**src/rtl/register_file_pkg.sv**
```systemverilog
// register_file_pkg: shared sizing constants and instruction-class codes for the rename register file.
package register_file_pkg;
  localparam int ROB_WIDTH_DEFAULT = 4;
  localparam int REG_COUNT = 32;
  typedef enum logic [1:0] {
    REG_INSTR    = 2'd0,
    STORE_INSTR  = 2'd1,
    BRANCH_INSTR = 2'd2,
    JALR_INSTR   = 2'd3
  } instr_class_e;
endpackage

```
**src/rtl/rf_read_port.sv**
```systemverilog
// rf_read_port: combinational operand lookup with optional same-cycle commit bypass.
// Bypass is compiled in when RF_COMMIT_BYPASS_EN is defined.
module rf_read_port
  import register_file_pkg::*;
#(
  parameter int ROB_WIDTH = ROB_WIDTH_DEFAULT
) (
  input  logic [4:0]                           rs_id,
  input  logic [REG_COUNT-1:0][31:0]           values,
  input  logic [REG_COUNT-1:0]                 busy,
  input  logic [REG_COUNT-1:0][ROB_WIDTH-1:0]  tags,
  input  logic                                 reg_done,
  input  logic [31:0]                          reg_value,
  input  logic [4:0]                           reg_id,
  input  logic [ROB_WIDTH-1:0]                 reg_tag,
  output logic [31:0]                          rs_value,
  output logic                                 rs_busy,
  output logic [ROB_WIDTH-1:0]                 rs_tag
);
  logic hit;
  logic zero;
  assign zero = rs_id == 5'd0;
`ifdef RF_COMMIT_BYPASS_EN
  assign hit = reg_done && !zero && rs_id == reg_id && busy[rs_id] && tags[rs_id] == reg_tag;
`else
  logic unused_commit;
  assign unused_commit = ^{reg_done, reg_value, reg_id, reg_tag};
  assign hit = 1'b0;
`endif
  always_comb begin
    rs_value = zero ? 32'd0 : hit ? reg_value : values[rs_id];
    rs_busy  = !zero && busy[rs_id] && !hit;
    rs_tag   = zero ? '0 : tags[rs_id];
  end
endmodule

```
**src/rtl/register_file.sv**
```systemverilog
// register_file: 32-entry architectural register file with ROB rename tags and flush.
// Optional same-cycle commit bypass on the read ports via RF_COMMIT_BYPASS_EN.
module register_file
  import register_file_pkg::*;
#(
  parameter int ROB_WIDTH = ROB_WIDTH_DEFAULT
) (
  input  logic                 clk_in,
  input  logic                 rst_in,
  input  logic                 rdy_in,
  input  logic                 clear_signal,
  input  logic                 issue_signal,
  input  logic [4:0]           issue_rd_id,
  input  logic [ROB_WIDTH-1:0] issue_tag,
  input  logic                 reg_done,
  input  logic [31:0]          reg_value,
  input  logic [4:0]           reg_id,
  input  logic [ROB_WIDTH-1:0] reg_tag,
  input  logic [4:0]           rs1_id,
  input  logic [4:0]           rs2_id,
  output logic [31:0]          rs1_value,
  output logic [31:0]          rs2_value,
  output logic                 rs1_busy,
  output logic                 rs2_busy,
  output logic [ROB_WIDTH-1:0] rs1_tag,
  output logic [ROB_WIDTH-1:0] rs2_tag
);
  logic [REG_COUNT-1:0][31:0]          vals;
  logic [REG_COUNT-1:0]                busy;
  logic [REG_COUNT-1:0][ROB_WIDTH-1:0] tags;
  logic commit;
  logic issue;
  assign commit = reg_done && reg_id != 5'd0;
  assign issue  = issue_signal && issue_rd_id != 5'd0;
  // Entry 0 is never written, so x0 stays at its reset value of zero.
  always_ff @(posedge clk_in or negedge rst_in) begin
    if (!rst_in) begin
      vals <= '0;
      busy <= '0;
      tags <= '0;
    end else if (rdy_in) begin
      for (int i = 1; i < REG_COUNT; i++) begin
        if (commit && reg_id == 5'(i)) vals[i] <= reg_value;
        if (clear_signal) busy[i] <= 1'b0;
        else if (issue && issue_rd_id == 5'(i)) begin
          busy[i] <= 1'b1;
          tags[i] <= issue_tag;
        end else if (commit && reg_id == 5'(i) && tags[i] == reg_tag) busy[i] <= 1'b0;
      end
    end
  end
  rf_read_port #(.ROB_WIDTH(ROB_WIDTH)) u_rs1 (
    .rs_id(rs1_id), .values(vals), .busy(busy), .tags(tags),
    .reg_done(reg_done), .reg_value(reg_value), .reg_id(reg_id), .reg_tag(reg_tag),
    .rs_value(rs1_value), .rs_busy(rs1_busy), .rs_tag(rs1_tag)
  );
  rf_read_port #(.ROB_WIDTH(ROB_WIDTH)) u_rs2 (
    .rs_id(rs2_id), .values(vals), .busy(busy), .tags(tags),
    .reg_done(reg_done), .reg_value(reg_value), .reg_id(reg_id), .reg_tag(reg_tag),
    .rs_value(rs2_value), .rs_busy(rs2_busy), .rs_tag(rs2_tag)
  );
endmodule

```
**config.mk**
```make
export PLATFORM = sky130hd
export DESIGN_NAME = register_file
export DESIGN_NICKNAME = d
export VERILOG_FILES = /design/src/rtl/register_file_pkg.sv /design/src/rtl/rf_read_port.sv /design/src/rtl/register_file.sv
export SDC_FILE = /design/constraint.sdc
export NUM_CORES = 2
export LEC_CHECK = 0
export ABC_CLOCK_PERIOD_IN_PS = 2700
export BUFFER_PORTS_ARGS = -buffer_cell sky130_fd_sc_hd__buf_2
export CORE_MARGIN = 3
export CORE_UTILIZATION = 58
export CTS_CLUSTER_SIZE = 10
export DETAILED_ROUTE_END_ITERATION = 10
export GPL_TIMING_DRIVEN = 0
export PLACE_DENSITY_LB_ADDON = 0.25
export SLEW_MARGIN = 25
export SYNTH_ARGS = -nofsm -noshare
export SYNTH_HDL_FRONTEND = slang
export SYNTH_SLANG_ARGS = --single-unit
```
**constraint.sdc**
```tcl
create_clock -name clk_in -period 2.7 [get_ports clk_in]
set_input_delay 0.135 -clock clk_in [delete_from_list [all_inputs] [get_ports clk_in]]
set_output_delay 0.135 -clock clk_in [all_outputs]
set_load 0.05 [all_outputs]
```
# Word level (Yosys, flattened, before mapping)
# Index checks and enable logic that the tools add are counted.
word_totals:
  reg_bits: 1147
  inputBits: 66
  out_inout_bits: 74
  elab_cells: 525
op_classes:
  order_cmp: 2
  eq_ne: 93
  mux: 109
  n_bitwise: 1
  n_reduce_logical: 227
op_table:
  columns: ["operator", "count"]
  rows:
  - ["$bmux 32 s5", 2]
  - ["$eq 5x5->1 const B", 32]
  - ["$mux 32", 4]
  - ["$eq 4x4->1", 31]
  - ["$reduce_and 2->1", 62]
  - ["$logic_and 1x1->1", 97]
  - ["$mux 1", 95]
  - ["$reduce_and 3->1", 31]
  - ["$reduce_bool 3->1", 31]
  - ["$eq 5x4->1 const B", 16]
  - ["$bmux 4 s5", 2]
  - ["$eq 5x3->1 const B", 8]
  - ["$eq 5x2->1 const B", 4]
  - ["$mux 4", 4]
  - ["$lt 5x6->1 const B", 2]
  - ["$bmux 1 s5", 2]
  - ["$eq 5x1->1 const B", 2]
  - ["$logic_not 5->1", 2]
  - ["$reduce_bool 5->1", 2]
  - ["$logic_not 1->1", 2]
  - ["$not 1->1", 1]

# Depth between registers and ports, before layout
depth:
  word_depth: 7
  depth_mapped: 9

# By module
# Synthesis repeated with hierarchy kept, for this count alone.
hier_totals:
  cells_unflattened: 4385
  area_unflattened_um2: 65407.7
modules_own_cells:
  columns: ["module", "instances", "cells_per_inst", "area_per_inst_um2", "seq_area_each_um2"]
  rows:
  - ["register_file", 1, 2855, 45658.8, 28702.5]
  - ["rf_read_port", 2, 765, 9874.5, 0.0]

# Worst setup path before layout
# Ideal clock, no wire load.
synth_timing:
  kind: "input to output"
  startpoint: "input rs1_id[1]"
  endpoint: "output rs1_busy"
  t_arrival_ns: 2.464
  required_ns: 2.565
  setup_slack_ns: 0.101
  stages: 8
  path_buffers: 4
  path_cell_list: "buf_2 -> buf_2 -> or2_2 -> clkbuf_1 -> buf_2 -> o22ai_1 -> o31ai_1 -> a221oi_1"
synth_between:
  elab_chain_cells: 3
  elab_cells_between_ends: 5
synth_rtl:
  columns: ["element", "line_no", "text"]
  rows:
  - ["start: declaration", "register_file.sv:19", "input logic [4:0] rs1_id,"]
  - ["$bmux 1 s5 / $logic_not 5->1 (equally long branches)", "rf_read_port.sv:32, rf_read_port.sv:22", null]
  - ["$mux 1 (not written as such) / $logic_not 1->1 (equally long branches)", "rf_read_port.sv:32", "rs_busy = !zero && busy[rs_id] && !hit;"]
  - ["$logic_and 1x1->1 (*)", "rf_read_port.sv:32", null]
  - ["end: declaration", "register_file.sv:23", "output logic rs1_busy,"]
# Mark *: on every way between the ends. The rest lies on a longest branch, timed or not. The select of a mux whose other input is x is not followed.

# Worst setup path after layout
layout_timing:
  startpoint: "input rs1_id[0]"
  endpoint: "output rs1_value[23]"
layout_between:
  elab_chain_cells: 3
  elab_cells_between_ends: 4
layout_rtl:
  columns: ["element", "line_no", "text"]
  rows:
  - ["$bmux 32 s5", "rf_read_port.sv:31", "rs_value = zero ? 32'd0 : hit ? reg_value : values[rs_id];"]
  - ["$mux 32 (not written as such)", "rf_read_port.sv:31", null]
  - ["$mux 32 (*)", "rf_read_port.sv:31", null]
  - ["end: declaration", "register_file.sv:21", "output logic [31:0] rs1_value,"]
# Marked as above.

==> impl_metrics.env <==
export IMPL_coreArea_um2=108000
export IMPL_p_leak_uw=0.0336
export IMPL_drt_first_iter_violations=6017
export IMPL_dieWidth_um=336
export IMPL_yosys_warnings=37
export IMPL_worst_clock_skew_ns=0.0149
export IMPL_synthSimpleGateAreaFrac_pct=3.95
export IMPL_crit_fanout=10
export IMPL_die_area_um2=113000
export IMPL_end_kind="output pin"
export IMPL_status="complete, but fails checks"
export IMPL_max_freq_mhz=350
export IMPL_synthMuxAreaShare_pct=39.0
export IMPL_instances_no_fill=6718
export IMPL_hold_path_class="in -> async"
export IMPL_timing_final_crit_share_pct=106
export IMPL_cts_root_buf="clkbuf_16"
export IMPL_synth_top_family_by_area="multiplexers"
export IMPL_hpwl_um=167000
export IMPL_synth_area_per_cell_um2=12.8
export IMPL_hold_ws_ns=-0.0377
export IMPL_yosys_cell_types_count=49
export IMPL_vias=49200
export IMPL_synth_xor_area_share_pct=1.72
export IMPL_row_count=120
export IMPL_place_port_buffers=127
export IMPL_routed_via_density=7.32
export IMPL_drt_wl_total_um=242000
export IMPL_drive_gt1_share_pct=43.1
export IMPL_ant_nets=0
export IMPL_setup_violations=40
export IMPL_clockBufferDepth=3
export IMPL_area_growth_pct=14.3
export IMPL_cts_sinks=1147
export IMPL_grt_pass1_vias=49300
export IMPL_synthAdderAreaFrac_pct=0
export IMPL_synth_compound_area_share_pct=6.21
export IMPL_startpoint_type="input port"
export IMPL_clk_pin_slew_ns=0.06
export IMPL_die_y_um=336
export IMPL_cts_inserted_buffers=137
export IMPL_worstSkewPairLatency_ns=0.78
export IMPL_grt_pass1_wl_um=343000
export IMPL_ys_seq_area_share_pct=45.4
export IMPL_period_needed_ns=2.86
export IMPL_initial_core_util_pct=58.8
export IMPL_max_slew_margin_pct=25.2
export IMPL_synth_top_area_share_pct=45.4
export IMPL_yosys_register_bits=1147
export IMPL_tightest_slew_ns=1.12
export IMPL_ios=140
export IMPL_cap_viol_max_count=0
export IMPL_grt_total_usage_pct=42.4
export IMPL_layout_nets=5333
export IMPL_cp_arrival_ns=2.72
export IMPL_crit_type="in -> out"
export IMPL_synthesis_nets=4999
export IMPL_fin_ws_ns=-0.160
export IMPL_failed_checks="design-rule violations, negative hold slack, negative setup slack"
export IMPL_wire_per_inst_um=36.1
export IMPL_synthTopCellsByArea="dfrtp_1, mux2_2, mux2i_1"
export IMPL_first_pass_iters=10
export IMPL_drv_slew=0
export IMPL_cts_tree="done"
export IMPL_synthCells=4933
export IMPL_drc=1
export IMPL_peakVddDrop_mv=0.680
export IMPL_rsz0062_at_grt="yes"
export IMPL_grt_max_degree=127
export IMPL_cp_required_ns=2.57
export IMPL_antenna_found_initial=11
export IMPL_hold_viol_final=23
export IMPL_cellPowerDensity_nw_per_um2=662
export IMPL_finish_utilization_pct=67.1
export IMPL_dpl_cell_count=6476
export IMPL_synth_largest_area_cell="dfrtp_1"
export IMPL_fillCellCount=7901
export IMPL_place_gp_congestion=1.00
export IMPL_netlist_area_um2=63200
export IMPL_overflow=0
export IMPL_cts_max_level=4
## final timing paths
kind	start	to	slack, ns	depth (start not counted)
min in group clk_in	reg_id[0]	vals[224]	0.10	4
setup / recovery	rs1_id[0]	rs1_value[23]	-0.16	10
hold reg to reg	vals[326]	vals[326]	0.51	1
setup reg to reg	tags[37]	busy[9]	0.80	5
hold / removal	rst_in	vals[1003]	-0.04	3
max in group asynchronous	rst_in	vals[253]	0.43	6
## power breakdown
group          internal [uW]  leakage (uW)  switching (uW)
logic                   4330        0.0163            5120
registers              19400        0.0153            1790
clock network           9690       0.00192            7500
total                  33400        0.0336           14400
## layout make-up
| cell class | instances | area (um^2) | share of cell area (%) |
|---|---|---|---|
| clock buffers | 166 | 3690 | 5.11 |
| plain buffers | 504 | 2770 | 3.83 |
| diodes | 5 | 12.5 | 0.0173 |
| clock inverters | 16 | 240 | 0.333 |
| multi-input cells | 3275 | 33300 | 46.1 |
| well taps | 1403 | 1760 | 2.43 |
| inverters | 1 | 3.75 | 0.00520 |
| repair buffers | 201 | 1750 | 2.42 |
| flip-flops and latches | 1147 | 28700 | 39.8 |
## what timing repair did
item                                    CTS  global route
hold buffers                             54             0
setup buffers                             3             4
endpoints found under the hold margin   303             0
endpoints found under the setup margin   74            69
pin swaps                                 7            10
resized for setup                       339           148
## critical path, stage by stage
cell,delay [ns]
buf_2,0.21
buf_4,0.27
buf_6,0.25
buf_6,0.32
buf_6,0.36
mux2i_1,0.13
o22ai_1,0.19
nor3_1,0.10
nor3_2,0.44
buf_4,0.29
## cells in the final DEF, fill, tap and decap left out, types with 6 or more instances in the layout
cell type,netlist,layout
xor2_1,65,65
a21o_1,6,6
o22ai_2,0,15
buf_2,202,228
nor2b_1,13,13
nor2_1,32,32
nor4_1,17,17
buf_4,36,135
dlygate4sd3_1,0,53
nand4_1,16,16
mux2i_1,675,675
mux4_2,148,148
a221oi_4,0,10
clkbuf_8,0,9
buf_16,0,14
a221oi_2,0,65
nand2_1,61,60
mux2_2,1283,1282
o21ai_0,7,7
xnor2_1,59,59
nand2b_1,16,14
clkbuf_2,0,73
mux2_1,11,11
nand3_1,15,15
o211ai_1,8,8
clkinv_8,0,7
nor3_4,0,6
o22ai_1,367,347
clkbuf_16,0,140
clkbuf_4,1,37
a221oi_1,148,73
clkbuf_1,242,155
nor3_1,256,198
nor3_2,8,60
dfrtp_1,1147,1145
buf_6,0,17
## metal layers
| layer | track usage (%) | vias up | wire, um | part of all wire, % |
|---|---|---|---|---|
| met4 | 27.5 | 16 | 18800 | 7.8 |
| met2 | 60.3 | 3665 | 101000 | 42 |
| met3 | 17.9 | 1081 | 33100 | 14 |
| li1 | - | 19300 | - | - |
| met5 | 0 | - | 263 | 0.11 |
| met1 | 53.0 | 25100 | 88900 | 37 |
## cell usage after synthesis (all sizes together)
cell / instances
and4bb: 1
mux4: 148
nor4: 18
nand4: 16
dfrtp: 1147
a31o: 6
or3: 4
and3b: 2
a21o: 6
a41o: 1
a21oi: 5
a32oi: 3
a221o: 3
o22ai: 367
nor2b: 13
nand3: 15
nand3b: 4
nand2b: 16
mux2: 1294
inv: 1
nor4b: 1
o21ai: 7
o31ai: 4
or2: 5
nand2: 61
or3b: 2
nor3b: 3
clkbuf: 243
xnor2: 59
nand4b: 3
buf: 267
o211ai: 8
nor3: 264
a22oi: 2
a221oi: 148
and2: 6
nor2: 35
and3: 5
mux2i: 675
xor2: 65
## registers in the layout, indices dropped and copies added (netlist names)
| register | cells |
|---|---|
| vals | 992 |
| tags | 124 |
| busy | 31 |
## cell families after synthesis
kind of cell / after synthesis
multiplexers: 2117
AND/OR/NAND/NOR: 474
buffers and inverters: 511
flip-flops: 1147
XOR/XNOR: 124
AO/OA/AOI/OAI: 560
## stage by stage
stage               setup TNS (ns)  power (uW)  area [um^2]  hold slack (ns)  setup WS [ns]
floorplan                        0       26800        63200           -0.161          0.101
global placement                 -       29500        65600            0.411         -23.75
detailed placement          -46.00       29900        66000           0.0301         -0.991
CTS                        -0.0709       47100        71600           0.0134        -0.0609
global route                -0.260       49000        72200           0.0458        -0.0545
finish                       -1.73       47800        72200          -0.0377         -0.160
No activity file was read; power rests on OpenSTA's default activity.
